<file path="src/rtl/vec_pkg.sv">
// Shared constants and state encoding for the vector lane dispatcher.
package vec_pkg;

  localparam int LANES = 4;
  localparam int WIDTH = 32;

  localparam logic FUNC_ADD = 1'b0;
  localparam logic FUNC_MUL = 1'b1;

  typedef enum logic [1:0] {
    IDLE,
    ISSUE,
    WAIT,
    DONE
  } state_t;

endpackage

</file>
<file path="src/rtl/lane_capture.sv">
// One lane's result register and done flag; only the first capture after a clear is kept.
module lane_capture #(
  parameter int WIDTH = vec_pkg::WIDTH
) (
  input  logic             clk,
  input  logic             rst_n,
  input  logic             capture,
  input  logic             clear,
  input  logic [WIDTH-1:0] result,
  output logic [WIDTH-1:0] data,
  output logic             done
);

  always_ff @(posedge clk or negedge rst_n) begin
    if (!rst_n) begin
      data <= '0;
      done <= 1'b0;
    end else if (clear) begin
      data <= '0;
      done <= 1'b0;
    end else if (capture && !done) begin
      data <= result;
      done <= 1'b1;
    end
  end

endmodule

</file>
<file path="src/rtl/lanes_dispatch.sv">
// Issues one vector op to all lanes, collects per-lane results and returns them as
// a single response, aborting with an error flag if lanes do not finish in time.
module lanes_dispatch #(
  parameter int LANES   = vec_pkg::LANES,
  parameter int WIDTH   = vec_pkg::WIDTH,
  parameter int TIMEOUT = 64
) (
  input  logic                   clk,
  input  logic                   rst_n,
  input  logic                   req_valid,
  output logic                   req_ready,
  input  logic                   req_func,
  input  logic [LANES*WIDTH-1:0] req_a,
  input  logic [LANES*WIDTH-1:0] req_b,
  output logic [LANES*WIDTH-1:0] lane_a,
  output logic [LANES*WIDTH-1:0] lane_b,
  output logic                   lane_func,
  input  logic [LANES*WIDTH-1:0] lane_result,
  input  logic [LANES-1:0]       lane_ready_add,
  input  logic [LANES-1:0]       lane_ready_mul,
  input  logic [LANES-1:0]       lane_busy_add,
  input  logic [LANES-1:0]       lane_busy_mul,
  output logic                   rsp_valid,
  input  logic                   rsp_ready,
  output logic [LANES*WIDTH-1:0] rsp_data,
  output logic                   rsp_err
);

  import vec_pkg::*;

  localparam int CNT_W = $clog2(TIMEOUT + 1);

  state_t state, state_next;

  logic [LANES*WIDTH-1:0] a_q, b_q;
  logic                   func_q;
  logic [CNT_W-1:0]       wait_cnt;
  logic                   err_q;
  logic [LANES-1:0]       done, busy_sel, ready_sel, capture_en;
  logic                   all_done_next, timeout_hit, accept, rsp_fire;

  assign busy_sel      = (func_q == FUNC_MUL) ? lane_busy_mul  : lane_busy_add;
  assign ready_sel     = (func_q == FUNC_MUL) ? lane_ready_mul : lane_ready_add;
  assign capture_en    = (state == WAIT) ? ready_sel : '0;
  // Counting this cycle's captures lets the response follow the last capture directly.
  assign all_done_next = &(done | capture_en);
  assign timeout_hit   = (wait_cnt == CNT_W'(TIMEOUT - 1));
  assign accept        = (state == IDLE) && req_valid;
  assign rsp_fire      = (state == DONE) && rsp_ready;

  assign lane_a    = a_q;
  assign lane_b    = b_q;
  assign lane_func = func_q;
  assign rsp_err   = err_q;

  always_ff @(posedge clk or negedge rst_n) begin
    if (!rst_n) state <= IDLE;
    else        state <= state_next;
  end

  always_comb begin
    state_next = state;
    req_ready  = 1'b0;
    rsp_valid  = 1'b0;
    case (state)
      IDLE: begin
        req_ready = 1'b1;
        if (req_valid) state_next = ISSUE;
      end
      ISSUE: if (busy_sel == '0) state_next = WAIT;
      WAIT:  if (all_done_next || timeout_hit) state_next = DONE;
      DONE: begin
        rsp_valid = 1'b1;
        if (rsp_ready) state_next = IDLE;
      end
      default: state_next = IDLE;
    endcase
  end

  always_ff @(posedge clk or negedge rst_n) begin
    if (!rst_n) begin
      a_q    <= '0;
      b_q    <= '0;
      func_q <= 1'b0;
    end else if (accept) begin
      a_q    <= req_a;
      b_q    <= req_b;
      func_q <= req_func;
    end
  end

  // Saturates at TIMEOUT so a stalled op can never wrap back to a small count.
  always_ff @(posedge clk or negedge rst_n) begin
    if (!rst_n) begin
      wait_cnt <= '0;
    end else if (rsp_fire) begin
      wait_cnt <= '0;
    end else if (state == WAIT && wait_cnt != CNT_W'(TIMEOUT)) begin
      wait_cnt <= wait_cnt + 1'b1;
    end
  end

  always_ff @(posedge clk or negedge rst_n) begin
    if (!rst_n) begin
      err_q <= 1'b0;
    end else if (rsp_fire) begin
      err_q <= 1'b0;
    end else if (state == WAIT && timeout_hit && !all_done_next) begin
      err_q <= 1'b1;
    end
  end

  for (genvar i = 0; i < LANES; i++) begin : g_lane
    lane_capture #(.WIDTH(WIDTH)) u_capture (
      .clk     (clk),
      .rst_n   (rst_n),
      .capture (capture_en[i]),
      .clear   (rsp_fire),
      .result  (lane_result[i*WIDTH +: WIDTH]),
      .data    (rsp_data[i*WIDTH +: WIDTH]),
      .done    (done[i])
    );
  end

endmodule

</file>
<file path="config.mk">
export PLATFORM = sky130hd
export DESIGN_NAME = lanes_dispatch
export DESIGN_NICKNAME = d
export VERILOG_FILES = /design/src/rtl/vec_pkg.sv /design/src/rtl/lane_capture.sv /design/src/rtl/lanes_dispatch.sv
export SDC_FILE = /design/constraint.sdc
export NUM_CORES = 1
export LEC_CHECK = 0
export BUFFER_PORTS_ARGS = -buffer_cell sky130_fd_sc_hd__buf_2
export CAP_MARGIN = 20
export CORE_AREA = 2 2 309 311
export CTS_CLUSTER_SIZE = 24
export DETAILED_ROUTE_END_ITERATION = 7
export DIE_AREA = 0 0 311 313
export GPL_TIMING_DRIVEN = 0
export SETUP_SLACK_MARGIN = 0.3
export SYNTH_ARGS = -nofsm -noshare
export SYNTH_HDL_FRONTEND = slang
export SYNTH_SLANG_ARGS = --single-unit
</file>
<file path="constraint.sdc">
create_clock -name clk -period 4.1 [get_ports clk]
set_input_delay 0.82 -clock clk [delete_from_list [all_inputs] [get_ports clk]]
set_output_delay 0.82 -clock clk [all_outputs]
set_load 0.01 [all_outputs]
</file>
Word-level counts from Yosys, hierarchy flattened
Cells that the tools add are included.

cells by class
  $add $sub $neg = 1
  equal/unequal tests = 9
  muxes and demuxes = 30
  bitwise operators = 1
  reduce and logical (&&, ||, !) cells = 25

operator list
  operator               count
  $mux W32               8
  $mux W7                2
  $mux W1                12
  $mux W4                3
  $reduce_bool A2 Y1     6
  $logic_and A1 B1 Y1    9
  $mux W2                4
  $ne A2 B2 Y1 const B   4
  $pmux W2 S4            1
  $reduce_and A4 Y1      2
  $add A7 B1 Y7 const B  1
  $eq A7 B6 Y1 const B   1
  $ne A7 B7 Y1 const B   1
  $logic_not A1 Y1       5
  $eq A2 B2 Y1 const B   2
  $logic_not A4 Y1       1
  $or A4 B4 Y4           1
  $eq A2 B1 Y1 const B   1
  $logic_not A2 Y1       1
  $logic_or A1 B1 Y1     1

storage, ports and cells
  register bits = 399
  output and inout bits = 388

Depth between registers and ports, before layout
Gate-level depths: netlist of run 1.

  depth after elaboration = 8
  gate-level depth with buffers = 9

Modules after synthesis
Synthesis of run 1 repeated with hierarchy kept, for this count alone.

second synthesis, totals
  cells, all modules = 1214
  area total of the unflattened synthesis = 16833.6 µm²

by module, submodules not included
  module          instances  cells an instance  area an instance (µm²)  sequential area each (µm²)
  lanes_dispatch  1          622                10182.3                 6681.4
  lane_capture    4          148                1662.8                  825.8

Least setup slack after synthesis of run 1
OpenSTA, ideal clock, no wires.

  path type = input to register
  start point = input port req_valid
  end point = register a_q[0] (netlist: lane_a[0])
  setup time = 0.125 ns
  data arrival time = 1.728 ns
  slack = 2.248 ns
  stages on the path = 4
  path through = nand2_1 -> clkbuf_1 -> buf_2 -> mux2_2

on the way
  word-level cells in the longest chain between the ends = 1

RTL lines
  element               RTL line              RTL
  start, declared       lanes_dispatch.sv:10  input logic req_valid,
  $logic_and A1 B1 Y1   lanes_dispatch.sv:48  assign accept = (state == IDLE) && req_valid;
  end signal, assigned  lanes_dispatch.sv:86  a_q <= req_a;
  end, declared         lanes_dispatch.sv:35  logic [LANES*WIDTH-1:0] a_q, b_q;

No other way between the ends.
A chain may end at the register's enable or synchronous reset.

Final worst setup path of run 1
  start point = register state[0]
  end point = register a_q[78] (netlist: lane_a[78])

on the way
  word-level cells in the longest chain between the ends = 2

RTL lines
  element                 RTL line              RTL
  start, declared         lanes_dispatch.sv:33  state_t state, state_next;
  start signal, assigned  lanes_dispatch.sv:58  else state <= state_next;
  $logic_not A2 Y1        lanes_dispatch.sv:48
  $logic_and A1 B1 Y1     lanes_dispatch.sv:48

No other way between the ends.

==> flow_summary.json, run 1 <==
{
  "total_power_mw": 18.5,
  "pre_cts_slack_ns": 1.04,
  "final_common_cell": "buf_2",
  "antenna_left": 0,
  "p_clk_share_pct": 23.1,
  "timing.rr.end": "lane_a[78]",
  "nFillCells": 10200,
  "internal_power_mw": 11.9,
  "slowest_delay_ns": 0.46,
  "syn_area_per_cell_sq_um": 12.9,
  "via_count": 12500,
  "reg2reg_from": "state[0]",
  "swShare_pct": 35.9,
  "ys_seq_area_share_pct": 64.7,
  "grt.total_usage_pct": 11.4,
  "cts_setup_buffers": 0,
  "crit_chain": "inv_1 -> ha_1 -> nand2_1 -> clkbuf_1 -> buf_2 -> mux2_2",
  "sequentialPowerShare_pct": 38.1,
  "slew_violations": 0,
  "drt_first_pass_iters": 5,
  "holdWs_ns": 0.184,
  "power_switching_mw": 6.64,
  "grt_pass1_wl_mm": 84.1,
  "post_cts_resized": 0,
  "grt_max_degree": 115,
  "layout_common_cells": "831 x buf_2, 399 x dfrtp_1, 257 x mux2_2, 204 x nand2_1, 99 x a21oi_1",
  "h-tree-depth": 2,
  "wire_per_inst_microns": 17.2,
  "dp_hpwl_mm": 46.3,
  "outcome": "complete, no violations",
  "worst_ep_arrival_time_ns": 3.03,
  "core_area_sq_um": 94200,
  "cts.sinks": 399,
  "crit_type": "flop to flop",
  "vias_per_cell": 3.74,
  "clock_latency_ns": 0.60,
  "die_w_microns": 311,
  "cts_inserted_buffers": 47,
  "async_flop_share_pct": 100,
  "fin_skew_ns": 0.0158,
  "grt.overflow.total": 0,
  "syn_nets": 1604,
  "p_leak_nw": 11.1,
  "min_period_ns": 2.56,
  "ir_worst_vdd_mv": 0.432,
  "clockRootBuffer": "clkbuf_16",
  "top_level_ports": 793,
  "worstMarginPinSlew_ns": 0.917,
  "drive_gt1_share_pct": 57.8,
  "fmax_mhz": 391,
  "timing.final.crit_share_pct": 62.3,
  "fin_ws_ns": 1.54,
  "reg2reg_setup_slack_ns": 1.54,
  "crit_required_ns": 4.57,
  "cts_buffer_depth": 3,
  "syn-instance-count": 1193,
  "timing.max_cap.violations": 0,
  "cts_tree": "built",
  "drc": 0,
  "drt_iter0_drc": 630,
  "initial_utilization_pct": 16.4,
  "cp_slowest_cell": "nand2_1",
  "ys_warn_count": 0,
  "hold_violations": 0,
  "num_rows": 113,
  "power_density_nw_per_um2": 816,
  "crit_path_end": "lane_a[78]",
  "ff2ff_path_depth": 6,
  "dieArea_sq_um": 97300,
  "end_kind": "flop",
  "clk_pin_slew_worst_paths_ns": 0.06,
  "die_y_microns": 313,
  "rsz0062_at_grt": "no",
  "ys_ff_latch": 399,
  "netlist_area_sq_um": 15400,
  "grt_pass1_vias": 13100,
  "area_growth_pct": 47.0,
  "synth_flop_cell": "dfrtp_1",
  "slew_headroom_pct": 38.9,
  "synth.distinct_cells": 33,
  "setup_tns_ns": 0,
  "startpoint": "state[0]",
  "gp_congestion": 0.873,
  "synth_edf_count": 0,
  "cts_hold_buffers": 0,
  "cp_max_fo": 10,
  "setup_viol": 0,
  "start_kind": "flop",
  "fin_nets": 2449,
  "grt_antenna_before_repair": 14,
  "hold_class": "primary input to async pin",
  "pwr-share-comb_pct": 38.8,
  "routed_wirelength_mm": 57.5,
  "io_buffers": 792
}
[registers in the layout, indices dropped and copies added (netlist names)]
| register | count |
|---|---|
| wait_cnt | 7 |
| lane_func | 1 |
| g_lane.u_capture.data | 128 |
| lane_b | 128 |
| lane_a | 128 |
| g_lane.u_capture.done | 4 |
| rsp_err | 1 |
| state | 2 |
[cells by family after synthesis]
logic type / Yosys count / synth area share, %
adder cells (fa/ha/maj): 6 / 0.486
multiplexers: 261 / 19.1
XOR/XNOR: 6 / 0.340
AND/OR/NAND/NOR: 266 / 6.91
flip-flops: 399 / 64.7
AO/OA/AOI/OAI: 144 / 5.07
buffers and inverters: 111 / 3.39
[layout make-up]
class / instances / area [sq um] / area share (%)
flip-flops and latches: 399 / 9980 / 44.0
multi-input cells: 683 / 4930 / 21.7
repair buffers: 796 / 4080 / 18.0
well taps: 1265 / 1580 / 6.97
clock buffers: 64 / 1360 / 5.99
plain buffers: 72 / 377 / 1.66
clock inverters: 19 / 221 / 0.976
inverters: 39 / 146 / 0.645
diodes: 3 / 7.51 / 0.0331
[metrics by stage]
step           instance area (sq um)  utilization (%)  instances
2_1_floorplan                  15400                -       1193
3_3_place_gp                   21000             22.3       3250
3_5_place_dp                   21100             22.4       3254
4_1_cts                        22700             24.1       3337
5_1_grt                        22700             24.1       3339
6_report                       22700             24.1       3340
[critical path, delay by kind of cell (launching register included)]
kind	cells	cell delay [ns]
and+or+nand+nor	1	0.46
muxes	1	0.38
adders and majority gates	1	0.25
DFF	1	0.41
buffers and inverters	3	0.92
[power groups by stage]
stage	Sequential [mW]	Combinational, mW	Clock (mW)
3_3_place_gp	7.02	7.21	0
2_1_floorplan	7.89	2.95	0
3_5_place_dp	7.09	7.33	0
4_1_cts	7.05	7.35	4.40
6_report	7.05	7.20	4.27
5_1_grt	7.30	7.84	4.57
[cell usage after synthesis, types with 2 or more instances]
library cell | count | area (sq um)
mux2_2 | 257 | 2890
mux2_4 | 4 | 60.1
nor4_1 | 3 | 18.8
o21ai_1 | 32 | 160
nand4_1 | 2 | 12.5
nand2_1 | 204 | 766
buf_1 | 3 | 11.3
or2_1 | 3 | 18.8
nor3_1 | 2 | 10.0
ha_1 | 6 | 75.1
xor2_1 | 5 | 43.8
inv_1 | 38 | 143
clkbuf_1 | 15 | 56.3
a31oi_1 | 2 | 12.5
nor2_1 | 17 | 63.8
a21oi_1 | 99 | 495
a21oi_2 | 4 | 35.0
nand3_1 | 33 | 165
dfrtp_1 | 399 | 9980
buf_4 | 13 | 97.6
buf_2 | 40 | 200
[how the worst min path moves through the flow]
stage / start / to
floorplan: rst_n / g_lane[0].u_capture.data[0]
finish: rst_n / lane_a[83]
global route: rst_n / lane_a[83]
global placement: rsp_err / rsp_err
detailed placement: lane_a[67] / lane_a[67]
CTS: rst_n / lane_a[83]
[per-layer routing]
metal / GRT usage (%) / share of wire [%] / up-vias
met4: 4.52 / 3.5 / 10
met3: 4.17 / 8.6 / 102
met5: 0 / 0.10 / -
met1: 13.5 / 40 / 6130
li1: - / - / 5713
met2: 18.9 / 48 / 528
Note: power is estimated with default switching activity, not from simulation.
==> run 2: changes to the inputs <==
- ABC_AREA: unset -> 1
- CORE_AREA: 2 2 309 311 -> 2 2 308 310
- DIE_AREA: 0 0 311 313 -> 0 0 310 312
- clock period: 4.1 -> 2.1 ns (I/O delays scaled with it)
==> run 2 against run 1 <==
Net effect:
- the flow now finishes with violations (hold timing)
- via count up 3.7%
- clock skew shrank 0.0047 ns
- first-iteration DRC count grew 26%
- non-clock buffer count increased by 49
- sequential cell count stayed put
- sequential power increased by 94%
- core utilization rose by 1.6 points
- final cell count up 2.4%
- largest cell class unchanged
- highest routed layer unchanged
==> flow_summary.json, run 2 <==
{
  "routed_wirelength_mm": 59.0,
  "gp_congestion": 0.877,
  "dp_hpwl_mm": 45.7,
  "clk_pin_slew_worst_paths_ns": 0.06,
  "syn-instance-count": 1230,
  "num_rows": 112,
  "final_common_cell": "buf_2",
  "vias_per_cell": 3.79,
  "outcome": "finished with violations",
  "timing.rr.end": "g_lane[2].u_capture.data[28]",
  "pwr-share-comb_pct": 42.1,
  "crit_chain": "buf_4 -> ha_4 -> buf_6",
  "ys_ff_latch": 399,
  "synth_top_family_by_area": "multiplexers",
  "syn_nets": 1641,
  "crit_type": "flop to output pin",
  "synthSimpleGateAreaFrac_pct": 6.06,
  "synth_top_area_share_pct": 63.9,
  "drt_iter0_drc": 794,
  "drive_gt1_share_pct": 57.6,
  "syn_area_per_cell_sq_um": 12.7,
  "cts_buffer_depth": 3,
  "swShare_pct": 36.4,
  "cts_tree": "built",
  "grt.overflow.total": 0,
  "hold_class": "primary input to async pin",
  "slew_violations": 0,
  "p_clk_share_pct": 21.4,
  "yosys.area.top_type": "dfrtp_1",
  "hold_violations": 82,
  "dieArea_sq_um": 96700,
  "ff2ff_path_depth": 11,
  "min_period_ns": 1.87,
  "synthAdderAreaFrac_pct": 0.480,
  "layout_common_cells": "794 x buf_2, 398 x dfrtp_1, 256 x mux2_2, 152 x inv_1, 136 x nand3_1",
  "via_count": 12900,
  "sequentialPowerShare_pct": 36.5,
  "timing.max_cap.violations": 0,
  "crit_required_ns": 1.68,
  "synth_area_leaders": "dfrtp_1 64%, mux2_2 18%, nand3_1 4.5%",
  "ys_seq_area_share_pct": 63.9,
  "synth.distinct_cells": 24,
  "end_kind": "output pin",
  "fin_nets": 2540,
  "initial_utilization_pct": 16.8,
  "synth_flop_cell": "dfrtp_1",
  "die_w_microns": 310,
  "cp_slowest_cell": "dfrtp_1",
  "cts_hold_buffers": 23,
  "die_y_microns": 312,
  "p_leak_nw": 11.7,
  "holdWs_ns": -0.164,
  "ys_warn_count": 0,
  "reg2reg_from": "state[0]",
  "timing.final.crit_share_pct": 89.2,
  "cts_inserted_buffers": 47,
  "synth_most_common_cell": "dfrtp_1",
  "grt_pass1_wl_mm": 83.2,
  "antenna_left": 0,
  "clockRootBuffer": "clkbuf_16",
  "async_flop_share_pct": 100,
  "ir_worst_vdd_mv": 0.807,
  "power_switching_mw": 13.7,
  "cts.sinks": 399,
  "grt.total_usage_pct": 11.5,
  "grt_pass1_vias": 13200,
  "final_util_pct": 25.7,
  "synth_edf_count": 0,
  "io_buffers": 792,
  "fin_skew_ns": 0.0111,
  "grt_max_degree": 115,
  "place_area_sq_um": 21300,
  "grt_antenna_before_repair": 6,
  "violations": "hold timing",
  "h-tree-depth": 2,
  "synthMuxAreaShare_pct": 18.4,
  "netlist_area_sq_um": 15600,
  "drc": 0,
  "slew_headroom_pct": 53.1,
  "internal_power_mw": 23.9,
  "top_level_ports": 793,
  "cp_num_buf_inv": 2,
  "area_growth_pct": 52.8,
  "nFillCells": 9972,
  "critical_path_depth": 3,
  "synth_compound_area_share_pct": 5.00,
  "clock_latency_ns": 0.59,
  "setup_viol": 0,
  "worstMarginPinSlew_ns": 0.704,
  "reg2reg_setup_slack_ns": 0.23,
  "rsz0062_at_grt": "yes",
  "power_density_nw_per_um2": 1570,
  "slowest_delay_ns": 0.42,
  "core_area_sq_um": 93000,
  "cpLargestDelayFamily": "flip-flops",
  "stdcell_area_sq_um": 23900,
  "cp_max_fo": 3,
  "synthTopCellsByCount": "399 x dfrtp_1, 256 x mux2_2, 154 x inv_1",
  "worst_ep_arrival_time_ns": 1.45,
  "wire_per_inst_microns": 17.2,
  "drt_first_pass_iters": 5,
  "fmax_mhz": 534,
  "synth_xor_area_share_pct": 0.0560,
  "start_kind": "flop"
}
==> run 2: cell types whose count changed after synthesis, sizes merged, moves of 8 or more <==
| cell | before | now |
|---|---|---|
| nand3 | 33 | 141 |
| nand2 | 204 | 36 |
| a21oi | 103 | 7 |
| inv | 39 | 156 |
| buf | 57 | 49 |
| o21ai | 33 | 139 |
==> run 2: final cells by class <==
class / instances / area [sq um] / share of cell area, %
flip-flops and latches: 399 / 9990 / 41.8
clock inverters: 10 / 120 / 0.503
plain buffers: 67 / 667 / 2.79
well taps: 1254 / 1570 / 6.57
clock buffers: 74 / 1390 / 5.81
repair buffers: 850 / 4750 / 19.9
diodes: 3 / 7.51 / 0.0314
inverters: 156 / 598 / 2.50
multi-input cells: 608 / 4790 / 20.1
==> run 2: repair_timing <==
item                       in CTS  in global routing
resized for setup              79                 94
setup endpoints to repair     395                362
hold endpoints to repair      105                 82
pin swaps                       5                  5
buffers inserted               14                 11
cloned                          0                  7
==> run 2: worst max-delay path by stage <==
stage,from,end,slack (ns)
floorplan,state[0],lane_a[0],0.36
detailed placement,state[0],lane_b[95],-1.06
global placement,rst_n,lane_a[98],-7.80
finish,state[0],rsp_valid,0.23
CTS,state[1],req_ready,0.13
global route,state[1],lane_a[36],0.12
==> run 2: layer usage <==
layer	global-route usage, %	up-vias	wire, microns
li1	-	5931	-
met1	13.8	6397	23800
met2	19.3	526	29000
met3	3.55	91	4630
met4	3.83	4	1570
met5	0	-	27
==> run 2: per-stage QoR <==
step / setup slack [ns] / total power [mW] / TNS [ns] / cells
floorplan: 0.358 / 21.1 / 0 / 1230
global placement: -7.80 / 27.9 / -3254.17 / 3276
detailed placement: -1.06 / 28.2 / -179.52 / 3279
CTS: 0.134 / 37.1 / 0 / 3400
global route: 0.117 / 39.8 / 0 / 3419
finish: 0.227 / 37.5 / 0 / 3421
==> run 2: worst register-to-register path, cell delays in order (launching register included) <==
cell and delay (ns):
dfrtp_1 0.42, inv_2 0.10, buf_4 0.12, ha_4 0.15
inv_2 0.06, nor2_2 0.12, nand2_2 0.10, o21ai_4 0.22
buf_12 0.14, clkbuf_16 0.13, buf_8 0.12, o21ai_0 0.07
==> run 2: kinds of logic after synthesis <==
| family | count (synthesis) |
|---|---|
| AND/OR/NAND/NOR | 198 |
| AO/OA/AOI/OAI | 147 |
| adder cells (fa/ha/maj) | 6 |
| buffers and inverters | 223 |
| multiplexers | 256 |
| flip-flops | 399 |
| XOR/XNOR | 1 |
==> run 2: power by group through the flow <==
stage / Clock [mW] / Combinational, mW / Sequential (mW)
after floorplan: 0 / 5.74 / 15.3
after global placement: 0 / 14.3 / 13.6
after detailed placement: 0 / 14.5 / 13.7
after CTS: 8.33 / 15.1 / 13.7
after global routing: 8.65 / 17.0 / 14.1
final: 8.04 / 15.8 / 13.7
==> run 3: changes to the inputs <==
- BUFFER_PORTS_ARGS: -buffer_cell sky130_fd_sc_hd__buf_2 -> unset
- CORE_AREA: 2 2 308 310 -> 2 2 311 313
- DIE_AREA: 0 0 310 312 -> 0 0 313 315
- DONT_BUFFER_PORTS: unset -> 1
- TNS_END_PERCENT: unset -> 10
==> run 3 against run 2 <==
Net effect:
- via count decreased by 9.4%
- the run ends with hold timing, slew limit left
- register-to-register slack improved by 0.08 ns
- critical path type is now flop to flop
- non-clock buffer count decreased by 454
- critical endpoint is now g_lane[2].u_capture.data[5]
- die area up 1.9%
- first-iteration DRC count fell by 0.25%
==> flow_summary.json, run 3 (synthesized netlist as in run 2, its figures left out) <==
{
  "core_area_sq_um": 95700,
  "cp_slowest_cell": "dfrtp_1",
  "io_buffers": 0,
  "die_y_microns": 315,
  "grt_pass1_wl_mm": 82.9,
  "final_util_pct": 24.1,
  "ff2ff_path_depth": 10,
  "power_density_nw_per_um2": 1460,
  "total_power_mw": 33.7,
  "setup_viol": 0,
  "h-tree-depth": 2,
  "power_switching_mw": 12.9,
  "slew_headroom_pct": -62.1,
  "grt.total_usage_pct": 11.3,
  "nFillCells": 9853,
  "cpLargestDelayFamily": "buffers and inverters",
  "slew_violations": 232,
  "p_clk_share_pct": 22.9,
  "timing.max_cap.violations": 0,
  "sequentialPowerShare_pct": 50.8,
  "gp_congestion": 0.849,
  "cp_max_fo": 10,
  "cp_num_buf_inv": 4,
  "crit_required_ns": 2.61,
  "drive_gt1_share_pct": 24.7,
  "hold_class": "primary input to async pin",
  "fin_cells": 2998,
  "ir_worst_vdd_mv": 1.05,
  "holdWs_ns": -0.460,
  "dp_cells": 2507,
  "end_kind": "flop",
  "drt_first_pass_iters": 8,
  "min_period_ns": 1.80,
  "fin_skew_ns": 0.0175,
  "cts.sinks": 399,
  "worst_path_most_repeated_cell": "inv_2",
  "grt.overflow.total": 0,
  "grt_antenna_before_repair": 18,
  "rsz0062_at_grt": "yes",
  "routed_wirelength_mm": 59.8,
  "swShare_pct": 38.2,
  "grt_max_degree": 400,
  "antenna_left": 0,
  "final_common_cell": "dfrtp_1",
  "violations": "hold timing, slew limit",
  "cts_hold_buffers": 383,
  "vias_per_cell": 3.91,
  "regArea_sq_um": 9990,
  "outcome": "finished with violations",
  "fin_nets": 2083,
  "start_kind": "flop",
  "num_rows": 114,
  "worstMarginPinSlew_ns": 2.43,
  "timing.final.crit_share_pct": 85.6,
  "drt_iter0_drc": 792,
  "cts_tree": "built",
  "grt_pass1_vias": 12200,
  "dp_hpwl_mm": 42.1,
  "cts_inserted_buffers": 44,
  "die_w_microns": 313,
  "critical_path_depth": 10,
  "clk_pin_slew_worst_paths_ns": 0.06,
  "drc": 0,
  "multi_input_area_sq_um": 4770,
  "crit_chain": "inv_2 -> ha_4 -> inv_2 -> nor2_2 -> nand2_2 -> o21ai_4 -> buf_12 -> buf_8 -> nand3_1 -> o21ai_1",
  "pre_cts_slack_ns": -1.21,
  "cts_buffer_depth": 3,
  "layout_common_cells": "397 x dfrtp_1, 383 x dlygate4sd3_1, 251 x mux2_2, 152 x inv_1, 139 x nand3_1",
  "initial_utilization_pct": 16.3,
  "p_leak_nw": 9.83,
  "dieArea_sq_um": 98600,
  "fmax_mhz": 557,
  "area_growth_pct": 47.7,
  "hold_violations": 243,
  "top_level_ports": 793,
  "fin_ws_ns": 0.303,
  "pwr-share-comb_pct": 26.3,
  "internal_power_mw": 20.9,
  "crit_type": "flop to flop",
  "clockRootBuffer": "clkbuf_16",
  "via_count": 11700,
  "wire_per_inst_microns": 20.0,
  "slowest_delay_ns": 0.41,
  "clock_latency_ns": 0.59,
  "worst_ep_arrival_time_ns": 2.30
}
## run 3: cell types whose count changed in the layout (fill, tap and decap cells not counted), sizes merged
cell and delta:
clkbuf -6, clkinv +3, inv +3, buf -815
clkinvlp -2, dlygate4sd3 +360, diode +12
## run 3: repair_timing
item	CTS	global route
buffers inserted	6	4
gates resized for setup	68	67
pin swaps	3	5
hold endpoints to repair	782	399
gates cloned	0	2
endpoints found under the setup margin	391	377
## run 3: layer usage
metal / GRT usage (%) / up-vias / wire (microns)
li1: - / 5026 / -
met1: 13.0 / 5899 / 22900
met2: 18.0 / 666 / 28200
met3: 5.07 / 141 / 6300
met4: 4.94 / 4 / 2400
met5: 0 / - / 25
## run 3: metrics by stage
stage / cell area [sq um] / setup TNS, ns / hold slack, ns
global route: 23100 / 0 / -0.520
CTS: 22800 / 0 / -0.531
detailed placement: 17300 / -174.39 / 0.132
floorplan: 15600 / 0 / 0.124
finish: 23100 / 0 / -0.460
global placement: 17200 / -280.43 / 0.132
## run 3: path summary, 6_finish.rpt
kind                            startpoint                      endpoint  slack, ns
min                                  rst_n   g_lane[2].u_capture.data[6]      -0.46
max reg2reg                       state[0]   g_lane[2].u_capture.data[5]       0.30
max in group asynchronous            rst_n                    lane_b[15]       0.64
max                               state[0]   g_lane[2].u_capture.data[5]       0.30
min in group clk           lane_result[63]  g_lane[1].u_capture.data[31]       0.17
min reg2reg                       state[1]                      state[1]       0.57
## run 3: power by group through the flow
stage,Combinational [mW],Clock (mW),Sequential (mW)
6_report,8.86,7.73,17.2
5_1_grt,9.76,8.24,17.5
4_1_cts,8.31,7.96,17.0
3_5_place_dp,7.24,0,17.1
3_3_place_gp,6.95,0,17.1
2_1_floorplan,5.74,0,15.3
## run 3: layout make-up
cell class                 instances  share of cell area, %
tap                             1276                   6.91
antenna                           15                  0.163
clock buffer                      67                   5.54
inverter                         156                   2.55
multi-input combinational        608                   20.6
sequential                       399                   43.2
buffer                            67                   2.89
clock inverter                    14                  0.601
timing repair buffer             396                   17.5
